### src/rtl/fifo_channel_drainer.sv
// Multi-channel FIFO drainer: picks a channel (timed-out first, else round-robin),
// reads up to MaxBurst words from it and forwards them over a valid/ready port.
module fifo_channel_drainer #(
  parameter int Channels = 16,
  parameter int Width    = 32,
  parameter int MaxBurst = 4
) (
  input  logic                        CLK,
  input  logic                        RESET,
  output logic [$clog2(Channels)-1:0] RCS,
  input  logic                        REMPTY,
  output logic                        RD,
  input  logic [Width-1:0]            DO,
  input  logic [$clog2(Channels)-1:0] STT,
  input  logic                        SKIP,
  input  logic [Channels-1:0]         CHEN,
  output logic                        OVALID,
  input  logic                        ORDY,
  output logic [Width-1:0]            ODATA,
  output logic [$clog2(Channels)-1:0] OCH,
  output logic                        OLAST,
  output logic                        BUSY
);

  localparam int ChW = $clog2(Channels);
  localparam logic [3:0] BurstMax = 4'(MaxBurst);

  typedef enum logic [1:0] {SCAN, SETTLE, CHECK, SEND} state_t;

  state_t              state_q;
  logic [ChW-1:0]      rcs_q;
  logic [ChW-1:0]      lastServed_q;
  logic [Channels-1:0] pending_q;
  logic [3:0]          burst_q;
  logic [Width-1:0]    odata_q;
  logic [ChW-1:0]      och_q;
  logic                olast_q;
  logic                ovalid_q;
  logic                rd_q;
  logic                busy_q;

  logic [ChW-1:0] pendCh;
  logic [ChW-1:0] rrCh;
  logic [ChW-1:0] rrIdx;
  logic [ChW-1:0] selCh;
  logic           pendHit;
  logic           rrHit;
  logic [3:0]     burstInc;

  assign burstInc = burst_q + 4'd1;

  // Both scans iterate from the far end so the closest qualifying channel is the last one written.
  always_comb begin
    pendCh  = '0;
    pendHit = 1'b0;
    for (int i = Channels - 1; i >= 0; i--) begin
      if (pending_q[i] && CHEN[i]) begin
        pendCh  = ChW'(i);
        pendHit = 1'b1;
      end
    end
    rrCh  = '0;
    rrHit = 1'b0;
    rrIdx = '0;
    for (int k = Channels; k >= 1; k--) begin
      rrIdx = lastServed_q + ChW'(k);
      if (CHEN[rrIdx]) begin
        rrCh  = rrIdx;
        rrHit = 1'b1;
      end
    end
    selCh = pendHit ? pendCh : rrCh;
  end

  always_ff @(posedge CLK) begin
    if (!RESET) begin
      state_q      <= SCAN;
      rcs_q        <= '0;
      lastServed_q <= ChW'(Channels - 1);
      pending_q    <= '0;
      burst_q      <= '0;
      odata_q      <= '0;
      och_q        <= '0;
      olast_q      <= 1'b0;
      ovalid_q     <= 1'b0;
      rd_q         <= 1'b0;
      busy_q       <= 1'b0;
    end else begin
      rd_q <= 1'b0;
      case (state_q)
        SCAN: begin
          burst_q <= '0;
          if (rrHit) begin
            rcs_q   <= selCh;
            state_q <= SETTLE;
            busy_q  <= 1'b1;
          end
        end
        SETTLE: state_q <= CHECK;
        CHECK: begin
          if (REMPTY) begin
            pending_q[rcs_q] <= 1'b0;
            lastServed_q     <= rcs_q;
            state_q          <= SCAN;
            busy_q           <= 1'b0;
          end else begin
            odata_q  <= DO;
            och_q    <= rcs_q;
            rd_q     <= 1'b1;
            burst_q  <= burstInc;
            olast_q  <= (burstInc == BurstMax);
            ovalid_q <= 1'b1;
            state_q  <= SEND;
          end
        end
        SEND: begin
          if (ORDY) begin
            ovalid_q <= 1'b0;
            if (olast_q) begin
              pending_q[rcs_q] <= 1'b0;
              lastServed_q     <= rcs_q;
              state_q          <= SCAN;
              busy_q           <= 1'b0;
            end else begin
              state_q <= SETTLE;
            end
          end
        end
        default: state_q <= SCAN;
      endcase
      // Placed last so a timeout on the channel being retired keeps its pending bit.
      if (SKIP) pending_q[STT] <= 1'b1;
    end
  end

  assign RCS    = rcs_q;
  assign RD     = rd_q;
  assign OVALID = ovalid_q;
  assign ODATA  = odata_q;
  assign OCH    = och_q;
  assign OLAST  = olast_q;
  assign BUSY   = busy_q;

endmodule

### config.mk
export PLATFORM = sky130hd
export DESIGN_NAME = fifo_channel_drainer
export DESIGN_NICKNAME = d
export VERILOG_FILES = /design/src/rtl/fifo_channel_drainer.sv
export SDC_FILE = /design/constraint.sdc
export NUM_CORES = 1
export LEC_CHECK = 0
export CAP_MARGIN = 20
export CORE_UTILIZATION = 35
export CTS_BUF_LIST = sky130_fd_sc_hd__clkbuf_8
export DETAILED_ROUTE_END_ITERATION = 16
export SETUP_SLACK_MARGIN = 0.1
export SYNTH_ARGS = -nofsm -noshare
export SYNTH_HDL_FRONTEND = slang
export SYNTH_SLANG_ARGS = --single-unit
### constraint.sdc
create_clock -name CLK -period 9.5 [get_ports CLK]
set_input_delay 2.375 -clock CLK [delete_from_list [all_inputs] [get_ports CLK]]
set_output_delay 2.375 -clock CLK [all_outputs]
set_load 0.01 [all_outputs]
# After elaboration in Yosys (flattened, before gate mapping)
# Index checks and enable logic that the tools add are counted.
[word_totals]
regBits = 70
out_inout_bits = 44
elab_cells = 217
[op_classes]
n_addsub = 16
magnitude_cmp = 20
eq_ne = 9
mux = 127
bitwise_logic = 4
reduce_logical = 30
[ops]
columns = ["operator", "count"]
rows = [
  ["$mux 4", 37],
  ["$lt 4x5->1 const B", 18],
  ["$mux 16", 5],
  ["$bmux 1 s4", 16],
  ["$mux 1", 58],
  ["$add 4x4->4 const B", 8],
  ["$pmux 16 s2", 1],
  ["$logic_and 1x1->1", 18],
  ["$add 4x3->4 const B", 4],
  ["$and 16x16->16", 1],
  ["$not 16->16", 1],
  ["$or 16x16->16", 1],
  ["$pmux 4 s2", 2],
  ["$ne 2x2->1 const B", 5],
  ["$reduce_and 2->1", 5],
  ["$add 4x1->4 const B", 2],
  ["$add 4x2->4 const B", 2],
  ["$demux 1 s4", 2],
  ["$ge 4x1->1 const B", 2],
  ["$pmux 2 s4", 1],
  ["$mux 2", 3],
  ["$reduce_and 5->1", 1],
  ["$eq 2x2->1 const B", 2],
  ["$eq 4x3->1 const B", 1],
  ["other kinds (9)", 10],
]

# Depth between registers and ports, before layout
[logic_depth]
ltp_word = 20
depth_mapped = 16

# Least setup slack after synthesis
# No wires, ideal clock.
[synth_timing]
kind = "input to register"
start = "in CHEN[7]"
end = "reg rcs_q[3] (netlist: RCS[3])"
setup_ns = 0.119
arrival_ns = 4.472
path_slack_ns = 4.910
cell_stages = 8
n_path_buf = 1
cell_sequence = "mux4_1 mux4_2 clkinv_4 nand4_4 nor4_4 a211oi_2 buf_6 o221a_1"
[synth_between]
elab_chain_len = 19
[synth_rtl]
columns = ["element", "line", "source"]
rows = [
  ["start, declared", "16", "input logic [Channels-1:0] CHEN,"],
  ["$bmux 1 s4", "67", "if (CHEN[rrIdx]) begin"],
  ["$mux 1 (not written as such)", "67", ""],
  ["$mux 4 or $mux 1 (tied branches) (16 in series)", "67", ""],
  ["$mux 4 or $reduce_and 2->1 (tied branches)", "--", ""],
  ["end signal, assigned", "94", "rcs_q <= selCh;"],
  ["end, declared", "31", "logic [ChW-1:0] rcs_q;"],
]
# Several ways; a longest one is shown, not always the timed one. The select of a mux whose other input is x is not followed.
# A chain may end at the register's enable or synchronous reset.

# Worst setup path in the final report
[layout_timing]
start = "in CHEN[13]"
end = "reg rcs_q[1] (netlist: RCS[1])"
# Same word-level chain as after synthesis.

==> flow_summary.yaml <==
synth:
  syn-num-nets: 715
  avgSynthCellArea_um2: 8.31
  muxShareOfSynthArea_pct: 20.5
  synthSimpleGateAreaFrac_pct: 18.9
  synth-xor-area-share_pct: 2.60
  syn-instance-count: 649
  syn_area_um2: 5390
  ys.flop_type: "dfxtp_1"
  synth.largest_area_cell: "dfxtp_1"
  ys_ff_latch: 70
  synth_edf_count: 0
  synthArstFlopShare_pct: 0
  synth_area_leaders: "dfxtp_1, nand2_1, a21boi_0"
  synth_top_family_by_area: "compound AO/OA/AOI/OAI gates"
  synth_cell_types: 69
  synth-seq-area-share_pct: 26.0
  yosys.area.top_type_share_pct: 26.0
  synth-adder-area-share_pct: 2.09
  synth_compound_area_share_pct: 25.3
  yosys_warnings: 0
route:
  ant_nets: 0
  vias: 5349
  drc: 0
  via_per_inst: 5.78
  wirelength_um: 16900
  wl_per_cell_um: 18.3
  drt_iter0_drc: 404
  drt_first_pass_iters: 5
place:
  gp_congestion: 0.984
  dp.cells: 909
  dpl_cell_area_um2: 6500
  pre_cts_ws_ns: 3.94
  io_buffers: 100
  dpl.hpwl_um: 12600
flow_run:
  max-cap-violations: 0
pwr:
  p_leak_nw: 2.46
  power.density_nw_per_um2: 137
  switching_power_mw: 0.323
  p_comb_share_pct: 37.0
  internal_power_mw: 0.601
  seq_power_share_pct: 35.3
  fin_total_pwr_mw: 0.924
  peakVddDrop_v: 0.0000994
  pwr-share-clk_pct: 27.6
  switching_share_pct: 35.0
timing:
  hold_viol: 0
  layout_setup_ws_ns: 4.26
  fmax_mhz: 191
  fin_crit_ns: 5.24
  tns_ns: 0
  timing.final.crit_share_pct: 55.2
  slew_headroom_pct: 32.1
  finClkSkew_ns: 0.0106
  rsz0062_at_grt: "no"
  setup-violations-final: 0
  whs_ns: 0.467
  slew_viol_final: 0
  tightest_slew_ns: 1.02
final_layout:
  drive_above_1_share_pct: 11.5
  final_cell_mix: "nand2_1, clkdlybuf4s50_1, dfxtp_1"
  diodes: 0
  final_common_cell: "nand2_1"
  stdcell_area_um2: 6740
  nets: 799
  final_util_pct: 44.5
  instances_no_fill: 926
  area_growth_pct: 25.0
global_route:
  grt_util_all_layers_pct: 21.2
  grt_start_max_net_pins: 75
  gr-total-overflow: 0
  grt_antenna_before_repair: 0
  grt_first_pass_wirelength_um: 26800
  grt_pass1_vias: 4995
setup_path:
  reg2reg_depth: 12
  timing.reg2reg.setup_slack_ns: 4.62
  worst_setup_path_end_kind: "register"
  path_class: "in2reg"
  cp_max_fo: 11
  worst_setup_path_start_kind: "input port"
  crit_required_ns: 9.74
  cp.arrival_ns: 5.48
floorplan:
  die_w_um: 126
  start_util_pct: 35.6
  design.core.area_um2: 15100
  die-area_um2: 15900
  die_h_um: 126
  io_pins: 101
  rows: 45
clock_network:
  clockBufferDepth: 2
  clock-sinks: 70
  cts_root_buf: "clkbuf_8"
  h-tree-depth: 3
  postCtsSetupBuffers: 0
  insertion_delay_ns: 0.34
  postCtsHoldBufs: 0
  numCtsBuffers: 9
  cts_tree: "built"
  cts_resized: 0
  clk_pin_slew_ns: 0.08
outcome:
  status: "finished clean"
min_path:
  hp-class: "reg2reg"
  hold_path_depth: 2
[cells in the mapped netlist (9+ instances only)]
cell,instances
mux2_2,30
a22oi_1,10
o211ai_1,9
dfxtp_1,70
nor2_1,34
a21oi_1,25
mux2i_1,22
o21ai_0,37
inv_1,16
mux4_2,15
xnor2_1,10
nor2b_1,11
nand2_1,143
clkbuf_1,20
ha_1,9
nand3_1,11
a21boi_0,57
[cell type report]
class | count | area (um2)
fillers | 1470 | 8400
clock buffers | 12 | 165
repair buffers | 107 | 1060
multi-input cells | 525 | 3750
flip-flops and latches | 70 | 1400
well taps | 188 | 235
clock inverters | 4 | 53.8
inverters | 20 | 80.1
[layer usage]
| layer | vias up | part of all wire (%) | GRT usage [%] |
|---|---|---|---|
| li1 | 2539 | - | - |
| met1 | 2547 | 44 | 28.2 |
| met2 | 239 | 45 | 33.2 |
| met3 | 24 | 8.9 | 5.90 |
| met4 | 0 | 2.1 | 6.87 |
| met5 | - | 0 | 0 |
[state kept, by name, summed over array words and instances, names as in the netlist]
signal / flops
burst_q: 4
pending_q: 16
BUSY: 1
state_q: 2
ODATA: 32
OCH: 4
RD: 1
RCS: 4
lastServed_q: 4
OVALID: 1
OLAST: 1
[worst max-delay path, stage by stage]
cell and delay [ns]:
clkdlybuf4s50_1 0.57, mux4_2 0.53, mux2_2 0.32, mux2i_1 0.47, nand2_1 0.16, nor4_2 0.36, a211oi_2 0.26, o211ai_1 0.14
o21ai_1 0.09, a31o_1 0.20
[cell families (layout without fill, tap and decap cells)]
group / count (synthesis) / count (layout)
and+or+nand+nor: 229 / 229
AOI/OAI and AO/OA: 195 / 195
muxes: 76 / 76
DFF: 70 / 70
buffers and inverters: 54 / 143
xor gates and xnor gates: 16 / 16
adders and majority gates: 9 / 9
[worst paths after layout]
check / startpoint / end
worst max-delay path: CHEN[13] / RCS[1]
worst min-delay path: ODATA[13] / ODATA[13]
worst max register to register: lastServed_q[1] / RCS[1]
worst min register to register: ODATA[13] / ODATA[13]
[power by group through the flow]
stage               Combinational, mW  Clock [mW]  Sequential, mW
global route                    0.370       0.275           0.329
floorplan                       0.226           0           0.327
detailed placement              0.334           0           0.333
finish                          0.342       0.255           0.327
CTS                             0.336       0.262           0.327
global placement                0.335           0           0.333
Note: power is estimated with default switching activity, not from simulation.
==> RTL edit 1: new RTL, same flow settings <==
The parameter `Width` goes from 32 to 24.
--- a/src/rtl/fifo_channel_drainer.sv
+++ b/src/rtl/fifo_channel_drainer.sv
@@ -4,3 +4,3 @@
   parameter int Channels = 16,
-  parameter int Width    = 32,
+  parameter int Width    = 24,
   parameter int MaxBurst = 4
Interface: changed (resized DO and ODATA); port bits go from 101 to 85. No check against the original RTL was run, so the function may have changed too.
==> RTL edit 1 against the original RTL <==
- synthesized area is 4.7% lower
- die area fell by 4.6%
- sequential cell count is 8 lower
- setup slack worse by 0.28 ns
- critical path depth is the same
- cell area fell by 7.0%
- total power increased by 5.0%
- wire length fell by 6.6%
- synthesized cell count is 9.2% lower
- critical endpoint is now RCS[0]
- largest power group unchanged
==> RTL edit 1: results (changes against the original RTL) <==
setup skew after layout=0.0102 ns (-0.000392 ns); Post-DP HPWL=11700 um (-6.9%); GP Congestion=0.959 (-2.6%); CP max FO=9 (-2); Worst Hold Endpoint=ODATA[7]; placed cells=825 (-9.2%); largest net degree at the start of global routing=40 (-47%); Syn Inst Count=589 (-9.2%); global-route wire length before repair=25100 um (-6.3%); Fmax=181 MHz (-5.1%); vias in the first global route=4740 (-5.1%); status=finished clean; initial DRC count=424 (+5.0%); fin nets=714 (-11%); WL final=15800 um (-6.6%); part of the Yosys area used for sequential elements=0.241 (-0.0184); vias=4947 (-7.5%); clock buffer depth=2 (unchanged); R2R depth=11 (-1); Critical Path End=RCS[0]; Worst R2R Start=lastServed_q[1]; share of cells above drive strength 1=0.108 (-0.00760); Synth area leaders=dfxtp_1, mux4_2, nand2_1; crit path from=CHEN[9]; P_leak=2.25 nW (-8.3%); VDD IR max=0.0888 mV (-11%); Total Routing Usage GR=0.214 (+0.00163); max reg flops=24 (-25%); critical path arrival=5.76 ns (+0.28 ns); synth unique cells=70 (+1.4%); input/output buffers=84 (-16%); hold path start=ODATA[7]; WL per Instance=18.8 um (+3.0%)
==> RTL edit 1: report_power, final <==
group	total [mW]	switching [mW]	internal, mW
Sequential	0.295	0.0223	0.273
Clock	0.262	0.102	0.160
Combinational	0.413	0.232	0.181
Total	0.970	0.356	0.614
==> RTL edit 1: cells by family after synthesis <==
logic type / share of synthesized area
AND/OR/NAND/NOR: 0.194
flip-flops: 0.241
adder cells (fa/ha/maj): 0.0219
XOR/XNOR: 0.0353
buffers and inverters: 0.0514
AO/OA/AOI/OAI: 0.231
multiplexers: 0.225
==> RTL edit 1: final cells by class <==
type	count	area, um2	share of cell area
multi-input combinational	481	3640	0.580
sequential	62	1240	0.198
timing repair buffer	91	901	0.144
tap	180	225	0.0359
clock buffer	11	151	0.0241
clock inverter	4	71.3	0.0114
inverter	11	41.3	0.00659
==> RTL edit 1: metal layers <==
metal	share of wire	routed length, um	global-route usage
met2	0.47	7460	0.343
met1	0.44	6930	0.281
met3	0.069	1080	0.0470
met4	0.020	319	0.0806
met5	0	0	0
==> RTL edit 1: metrics by stage <==
step | instance area, um2 | hold slack, ns
detailed placement | 6050 | 0.459
floorplan | 5140 | 0.449
CTS | 6270 | 0.471
finish | 6270 | 0.469
global route | 6270 | 0.487
global placement | 6030 | 0.449
==> RTL edit 1: worst max-delay path, stage by stage <==
cell             delay [ns]
clkdlybuf4s50_1        0.66
mux4_1                 0.47
mux2i_1                0.17
a211o_1                0.41
nand3b_1               0.14
a2111oi_0              0.07
and4_1                 0.22
or3_1                  0.45
or4_1                  0.56
o211a_1                0.23
==> RTL edit 2: new RTL, config.mk and constraints unchanged <==
Made on the original files. The 4 states of `state_t` get a one-hot encoding in 4 bits.
--- a/src/rtl/fifo_channel_drainer.sv
+++ b/src/rtl/fifo_channel_drainer.sv
@@ -27,3 +27,3 @@
 
-  typedef enum logic [1:0] {SCAN, SETTLE, CHECK, SEND} state_t;
+  typedef enum logic [3:0] {SCAN = 4'b0001, SETTLE = 4'b0010, CHECK = 4'b0100, SEND = 4'b1000} state_t;
 
Behaviour: same outputs for any inputs over 4 cycles, from zero or initial values and one cycle with RESET low; so few cycles prove little.
==> RTL edit 2 against the original RTL <==
- worst hold slack worse by 0.0038 ns
- register-to-register slack worse by 0.16 ns
- cell area up 1.9%
- non-clock buffer count up 1
- fmax down 4.1%
- sequential cell count up 2
- synthesized area up 1.1%
- setup slack worse by 0.23 ns
- wire length up 1.1%
- critical path type unchanged
- clock skew down 0.00058 ns
Power is not compared: it rests on default switching activity, and its combinational part moved more than twofold at a synthesized area within 25%.
==> RTL edit 2: results (changes against the original RTL) <==
met3 Use GR=0.0481 (-0.0110); grt met1 use=0.287 (+0.00451); Non-clock buffers=108 (+0.93%); Area growth syn-to-layout=26.0%; setup skew after layout=0.0100 ns (-0.000577 ns); Worst Hold Endpoint=ODATA[10]; Worst path max stage delay=0.95 ns (+0.38 ns); met2 WL post-DR=7820 um (+3.1%); placed cells=908 (-0.11%); status=finished clean; clk_buf instances=9 (-3); WHS=0.463 ns (-0.00377 ns); vias in the first global route=5173 (+3.6%); part of the Yosys area used for sequential elements=0.264 (+0.00448); initial DRC count=458 (+13%); final-layout clock-cell area share=0.0422 (+0.00978); dpl cell area=6580 um2 (+1.2%); global-route wire length before repair=27700 um (+3.1%); M1 wire length=7640 um (+2.3%); synth cell count leaders=nand2_1, dfxtp_1, a21boi_0, o21ai_0, mux2i_1; largest net degree at the start of global routing=73 (-2.7%); Critical Path End=RCS[3]; critical path arrival=5.67 ns (+0.19 ns); Pre-Repair DR Iteration Count=7 (+2); multi-input gates=530 (+0.95%); Synth area leaders=dfxtp_1, mux4_2, nand2_1; Non-CTS inverters=10 (-50%); Post-Syn Area per Cell=8.40 um2 (+1.1%); met2 GRT Util=0.341 (+0.00917); final worst path period share=0.575 (+0.0238); slew margin rel.=0.293 (-0.0283); GP Congestion=0.983 (-0.12%); hold path start=ODATA[10]; Seq Cell Count=72 (+2.9%); vias per cell=5.86 (+1.4%); crit path from=CHEN[14]; fin nets=797 (-0.25%); share of cells above drive strength 1=0.105 (-0.0106); Non-clock buffer share=0.154 (-0.00365); r2r setup slk=4.46 ns (-0.16 ns); Worst R2R Start=lastServed_q[0]; WL per Instance=18.5 um (+1.3%); post-synth top area share=0.264 (+0.00448); slowest stage cell, crit path=a2111oi_0; R2R depth=11 (-1)
RTL edit 2: cell count changes in the layout (fill, tap and decap cells not counted), moves of 5 or more:
cell,delta
mux4_1,-7
inv_1,-7
nor2_1,-5
nand2_1,-16
nand3_1,+9
mux4_2,+12
o22ai_1,+6
a22o_1,-6
mux2_2,-22
nor3_1,+6
mux2i_1,+7
nand2b_1,+5
RTL edit 2: cells by family (layout without fill, tap and decap cells):
| logic type | Yosys count | in the layout | share of synthesized area |
|---|---|---|---|
| and+or+nand+nor | 246 | 246 | 0.209 |
| buffers and inverters | 47 | 134 | 0.0379 |
| AOI/OAI and AO/OA | 188 | 188 | 0.238 |
| adders and majority gates | 9 | 9 | 0.0206 |
| DFF | 72 | 72 | 0.264 |
| muxes | 70 | 70 | 0.196 |
| xor gates and xnor gates | 17 | 17 | 0.0342 |
RTL edit 2: worst max-delay path: cells and delay by family:
kind	cells	cell delay, ns
AOI/OAI and AO/OA	5	1.67
muxes	2	0.98
buffers and inverters	1	0.58
and+or+nand+nor	1	0.07
